[config.mk]
export PLATFORM = sky130hd
export DESIGN_NAME = spi_master_ctrl
export DESIGN_NICKNAME = d
export VERILOG_FILES = /design/src/rtl/spi_master_ctrl.sv
export SDC_FILE = /design/constraint.sdc
export NUM_CORES = 1
export LEC_CHECK = 0
export CAP_MARGIN = 10
export CORE_MARGIN = 10
export CORE_UTILIZATION = 44
export DETAILED_ROUTE_END_ITERATION = 10
export GPL_TIMING_DRIVEN = 1
export PLACE_DENSITY = 0.67
export SKIP_CTS_REPAIR_TIMING = 1
export SYNTH_ARGS = -nofsm -noshare
export SYNTH_HDL_FRONTEND = slang
export SYNTH_SLANG_ARGS = --single-unit
[constraint.sdc]
create_clock -name clk -period 5.5 [get_ports clk]
set_input_delay 1.1 -clock clk [delete_from_list [all_inputs] [get_ports clk]]
set_output_delay 1.1 -clock clk [all_outputs]
set_load 0.05 [all_outputs]
[src/rtl/spi_master_ctrl.sv]
// spi_master_ctrl: SPI initiator serializing {op, data} frames and capturing 8-bit read replies.
module spi_master_ctrl #(
  parameter int RD_LAT = 2,
  parameter int GAP = 1
) (
  input  logic       clk,
  input  logic       rst,
  input  logic       cmd_valid,
  output logic       cmd_ready,
  input  logic [1:0] cmd_op,
  input  logic [7:0] cmd_data,
  output logic       rsp_valid,
  output logic [7:0] rsp_data,
  output logic       busy,
  output logic       ss_n,
  output logic       MOSI,
  input  logic       MISO
);
  typedef enum logic [2:0] {IDLE, START, SEL, SHIFT, WAIT, RECV, GAP_ST} state_t;
  state_t state;
  logic [9:0] sh;
  logic [3:0] cnt;
  logic [7:0] rx;
  logic rd;
  always_ff @(posedge clk) begin
    if (rst) begin
      state <= IDLE;
      ss_n <= 1'b1;
      MOSI <= 1'b0;
      cmd_ready <= 1'b1;
      busy <= 1'b0;
      rsp_valid <= 1'b0;
      rsp_data <= 8'h00;
      sh <= '0;
      cnt <= '0;
      rx <= '0;
      rd <= 1'b0;
    end else begin
      rsp_valid <= 1'b0;
      case (state)
        IDLE: if (cmd_valid) begin
          state <= START;
          sh <= {cmd_op, cmd_data};
          rd <= cmd_op == 2'b11;
          ss_n <= 1'b0;
          MOSI <= 1'b0;
          cmd_ready <= 1'b0;
          busy <= 1'b1;
        end
        START: begin
          state <= SEL;
          MOSI <= sh[9];
        end
        // op[1] goes out twice: once as the selector bit, once as the first frame bit
        SEL: begin
          state <= SHIFT;
          MOSI <= sh[9];
          sh <= {sh[8:0], 1'b0};
          cnt <= '0;
        end
        SHIFT: if (cnt == 4'd9) begin
          state <= rd ? WAIT : GAP_ST;
          ss_n <= !rd;
          MOSI <= 1'b0;
          cnt <= '0;
        end else begin
          MOSI <= sh[9];
          sh <= {sh[8:0], 1'b0};
          cnt <= cnt + 4'd1;
        end
        WAIT: if (cnt == 4'(RD_LAT - 1)) begin
          state <= RECV;
          cnt <= '0;
        end else cnt <= cnt + 4'd1;
        RECV: begin
          rx <= {rx[6:0], MISO};
          if (cnt == 4'd7) begin
            state <= GAP_ST;
            ss_n <= 1'b1;
            rsp_valid <= 1'b1;
            rsp_data <= {rx[6:0], MISO};
            cnt <= '0;
          end else cnt <= cnt + 4'd1;
        end
        GAP_ST: if (cnt == 4'(GAP - 1)) begin
          state <= IDLE;
          cmd_ready <= 1'b1;
          busy <= 1'b0;
          cnt <= '0;
        end else cnt <= cnt + 4'd1;
        default: state <= IDLE;
      endcase
    end
  end
endmodule

## After elaboration in Yosys (flattened, before gate mapping)

Cells that the tools add are included.

- Flip-flop bits (word level): 38
- Bits of input ports: 14
- Logic and storage cells: 73

- Eq/ne operators: 16
- Mux-type cells: 27
- Add/sub/neg operators: 1
- Reduce and logical (&&, ||, !) cells: 17
- Bitwise operators: 1

Operator list:

| operator | number |
|---|---|
| $pmux 10 s3 | 1 |
| $pmux 3 s7 | 1 |
| $mux 10 | 2 |
| $pmux 4 s5 | 1 |
| $mux 4 | 4 |
| $mux 3 | 5 |
| $ne 2x2->1 const B | 6 |
| $eq 3x3->1 const B | 3 |
| $reduce_bool 3->1 | 3 |
| $mux 1 | 8 |
| $eq 3x2->1 const B | 2 |
| $pmux 1 s3 | 2 |
| $reduce_and 2->1 | 3 |
| $reduce_and 3->1 | 2 |
| $reduce_and 5->1 | 1 |
| $reduce_bool 5->1 | 1 |
| $add 4x1->4 const B | 1 |
| $eq 4x1->1 const B | 1 |
| $eq 4x3->1 const B | 1 |
| $eq 4x4->1 const B | 1 |
| $logic_not 4->1 | 1 |
| $pmux 1 s2 | 2 |
| $reduce_and 4->1 | 1 |
| $reduce_or 2->1 | 2 |
| other kinds (7) | 7 |

## Depth between registers and ports, before layout

- Depth in word-level cells: 4
- Depth in mapped cells: 8

## Least setup slack after synthesis

No wires, ideal clock.

- Kind: input to register
- Start point: input cmd_valid
- End point: register sh[0]
- Path buffers: 2
- Setup slack: 3.425 ns
- Data arrival time: 2.005 ns
- Required time: 5.430 ns
- Setup time: 0.070 ns
- Cell stages on the path: 6
- Cell sequence: nor2_1 > a2bb2oi_1 > clkbuf_1 > clkbuf_1 > o21ai_0 > a21oi_1

- Word-level cells in the longest chain between the ends: 2

Ends and longest elaborated chain:

| what | RTL line | source |
|---|---|---|
| from (decl) | 8 | `input logic cmd_valid,` |
| $ne 2x2->1 (no line) | n/a |  |
| $reduce_and 3->1 (no line) | n/a |  |
| to (signal assigned) | 43 | `sh <= {cmd_op, cmd_data};` |
| to (signal assigned) | 58 | `sh <= {sh[8:0], 1'b0};` |
| to (signal assigned) | 68 | `sh <= {sh[8:0], 1'b0};` |
| to (decl) | 21 | `logic [9:0] sh;` |

Every way passes these cells.
A chain may end at the register's enable or synchronous reset.

## Final worst setup path

Same ends and word-level chain as after synthesis.

==> summary by stage <==
Global routing
The routing usage on met3 is 0.0459. The overall track demand over capacity in global routing is 0.109. The global routing stage identified its most utilized layer as met2. The first global-routing pass estimated 6580 um of wire. The initial antenna violation count is 0.

For this run, global-route usage on met1 was measured as 0.122. The via count of the first global-routing pass is 1463. The residual overflow from global routing is 0. In the global route stage, met2 resource usage came out at 0.181. Entering global routing, the biggest net connects 39 pins.

Timing
The final worst clock skew is 4.50 ps. Setup violations remaining at the end of the flow were counted as 0. Measured against its own limit, the worst slew margin works out to 0.243. The max-slew violation count came to 0. Dividing the final minimum period by the clock period gives 0.502.

The worst path needs between 2000 and 3000 ps of the cycle, external delays included. After routing, the total negative slack on setup checks comes to 0 ps. The fmax is 362 MHz. The total count of hold-check failures in the final report is 0. Setup repair after global routing left no endpoint under its margin. The slew of the pin with the lowest slew margin is 1130 ps.

Place
Summing all placed instances gives a cell area of 2040 sq um. The congestion estimate from routability-driven global placement came to 0.746. The count of port buffers added during placement is 26. After legalization and detailed placement, the total HPWL measured 2600 um.

Yosys
The count of synthesis-stage warnings from yosys is 0. The post-synthesis net count is 224. Counting flops and latches in the post-synthesis netlist gives 38. The proportion of synthesized chip area in sequential cells is 0.430. A synthesized cell averages ~8.6 sq um. The cell area that synthesis handed to floorplanning was 1770 sq um. The count of unique library cells instantiated by Yosys is 40.

Counting every instance in the synthesized netlist gives roughly 210.

Critical path
The worst register-to-register path has a setup slack of around 3000 ps. The type of origin of the critical path is a primary input. The kind of end point of the critical path is a flop.

For the worst setup path, the data required time is 5670 ps. The maximum fanout count along the critical path is 20. For the worst setup path, the data arrival time is ~3000 ps. The critical path class is in2reg.

Run status
The flow ran to the end, and the final reports show no timing, DRC or antenna violations.

Route
The detailed-route via count is 1514. For this block, the initial DRC count from the detailed router was 77. The number of nets still failing antenna checks after routing is 0. The routed length per instance is 13.8 um.

Before antenna repair, the detailed router went through 5 iterations. The final wirelength is 3800 um. The final routed DRC violation total is 0. The number of vias per cell after detailed routing is 5.51.

Floorplan
The placeable core area is about 3800 sq um. The x dimension of the die is 83.4 um. The placement row count is 22. During I/O placement, the number of pins put on the boundary was 27. The initial utilization of the core area, before any placement, comes to 0.469. The vertical die dimension is roughly 83 um. The floorplan die area is 6960 sq um.

Cells and area
In the layout the commonest cells are sky130_fd_sc_hd__dfxtp_1 (38), sky130_fd_sc_hd__a21oi_1 (27), sky130_fd_sc_hd__clkdlybuf4s50_1 (26). Leaving out fill and tap cells, the most frequent cell in the layout is sky130_fd_sc_hd__dfxtp_1. In the final design database the tool counted 243 nets.

The relative area change from synthesis to final layout is 21.3%. 0 antenna diodes ended up in the layout. In the final layout, the share of cells above drive strength 1 is 0.0617. With fillers left out, the area of the finished cells amounts to 2150 sq um.

Clock tree
TritonCTS built the clock tree. The number of clock buffers inserted by TritonCTS is 5. The maximum clock path buffer count is 2.

The total number of H-tree levels is 2. Clock latency on the worst-skew pair, taken at its later pin, is 290 ps. The master cell of the clock root buffer is sky130_fd_sc_hd__clkbuf_8. For this design, the sink count on the clock tree is 38. The clock input transition at the sequential cells of the worst setup and hold paths is 70 ps.

Pwr
For this design the static power due to leakage is 0.818 nW. IR analysis of the VDD net gives a maximum drop of roughly 180 uV. The power per cell area is 315 nW/um^2.

Min path
The path category of the worst min-delay check is reg2reg.

Flow run
Max-cap violations in this run came to 0.
logic make-up after synthesis:
| family | after synthesis | synth area share |
|---|---|---|
| and+or+nand+nor | 74 | 0.229 |
| DFF | 38 | 0.430 |
| adders and majority gates | 3 | 0.0212 |
| AOI/OAI and AO/OA | 55 | 0.180 |
| muxes | 17 | 0.0961 |
| buffers and inverters | 20 | 0.0445 |
cells in the mapped netlist (all sizes together):
cell      n  area, sq um
clkbuf   11         41.3
a21oi    27          135
o2111ai   1         8.76
o21ai    15         75.1
a211oi    1         7.51
nor3      5         25.0
o32ai     2         17.5
o211ai    1         7.51
or3       9         56.3
a32o      1         11.3
dfxtp    38          761
o32a      1         10.0
o21a      1         7.51
and3      1         6.26
nor3b     1         7.51
or4       2         15.0
or2       1         6.26
a2bb2oi   1         8.76
nand3b    3         22.5
nor2     12         45.0
nor2b     2         12.5
and2      2         12.5
nand2b    3         18.8
buf       4         18.8
nand2    22         82.6
ha        3         37.5
o22ai     1         6.26
and2b     1         7.51
a21boi    1         7.51
and3b     4         36.3
or3b      3         26.3
mux2i    17          170
inv       5         18.8
nand3     1         5.00
o31ai     2         15.0
or4b      2         20.0
per-layer routing:
metal | part of all wire | wire length [um]
met1 | 0.46 | 1750
met2 | 0.48 | 1810
met3 | 0.048 | 181
met4 | 0.015 | 57
met5 | 0 | 0
stage by stage:
| step | power (mW) | setup WS (ps) | std cells | hold slack [ps] | utilization |
|---|---|---|---|---|---|
| after CTS | 0.682 | 2760 | 275 | 461 | 0.569 |
| final | 0.676 | 2740 | 275 | 459 | 0.569 |
| after global routing | 0.715 | 2470 | 275 | 490 | 0.569 |
| after detailed placement | 0.452 | 2450 | 267 | 451 | 0.540 |
| after global placement | 0.448 | 2540 | 267 | 443 | 0.540 |
| after floorplan | 0.418 | 3420 | 207 | 436 | - |
final cells by class:
cell class	instances	area [sq um]
clock buffers	5	68.8
clock inverters	3	40.0
fillers	345	1620
inverters	5	18.8
multi-input cells	149	931
flip-flops and latches	38	761
well taps	48	60.1
repair buffers	27	268
state kept, by name, indices dropped and copies added, names as in the netlist:
register   cells
sh            10
rsp_data       8
rx             7
cnt            4
state          3
MOSI           1
busy           1
cmd_ready      1
rd             1
rsp_valid      1
ss_n           1
worst max-delay path, stage by stage:
cell and delay, ps:
sky130_fd_sc_hd__clkdlybuf4s50_1 480, sky130_fd_sc_hd__nor2_1 120, sky130_fd_sc_hd__a2bb2oi_1 900, sky130_fd_sc_hd__or4b_2 260
sky130_fd_sc_hd__a21oi_1 60
final timing paths:
| check | depth (start not counted) | end | from |
|---|---|---|---|
| setup / recovery | 5 | sh[0] | cmd_valid |
| hold / removal | 2 | busy | busy |
| setup reg to reg | 4 | cnt[1] | state[2] |
| hold reg to reg | 2 | busy | busy |
report_power, final:
group / total (mW) / leakage, nW / switching, mW / internal, mW
clock network: 0.231 / 0.0579 / 0.0973 / 0.133
logic: 0.129 / 0.451 / 0.0704 / 0.0585
registers: 0.317 / 0.309 / 0.0208 / 0.296
No activity file was read; power rests on OpenSTA's default activity.
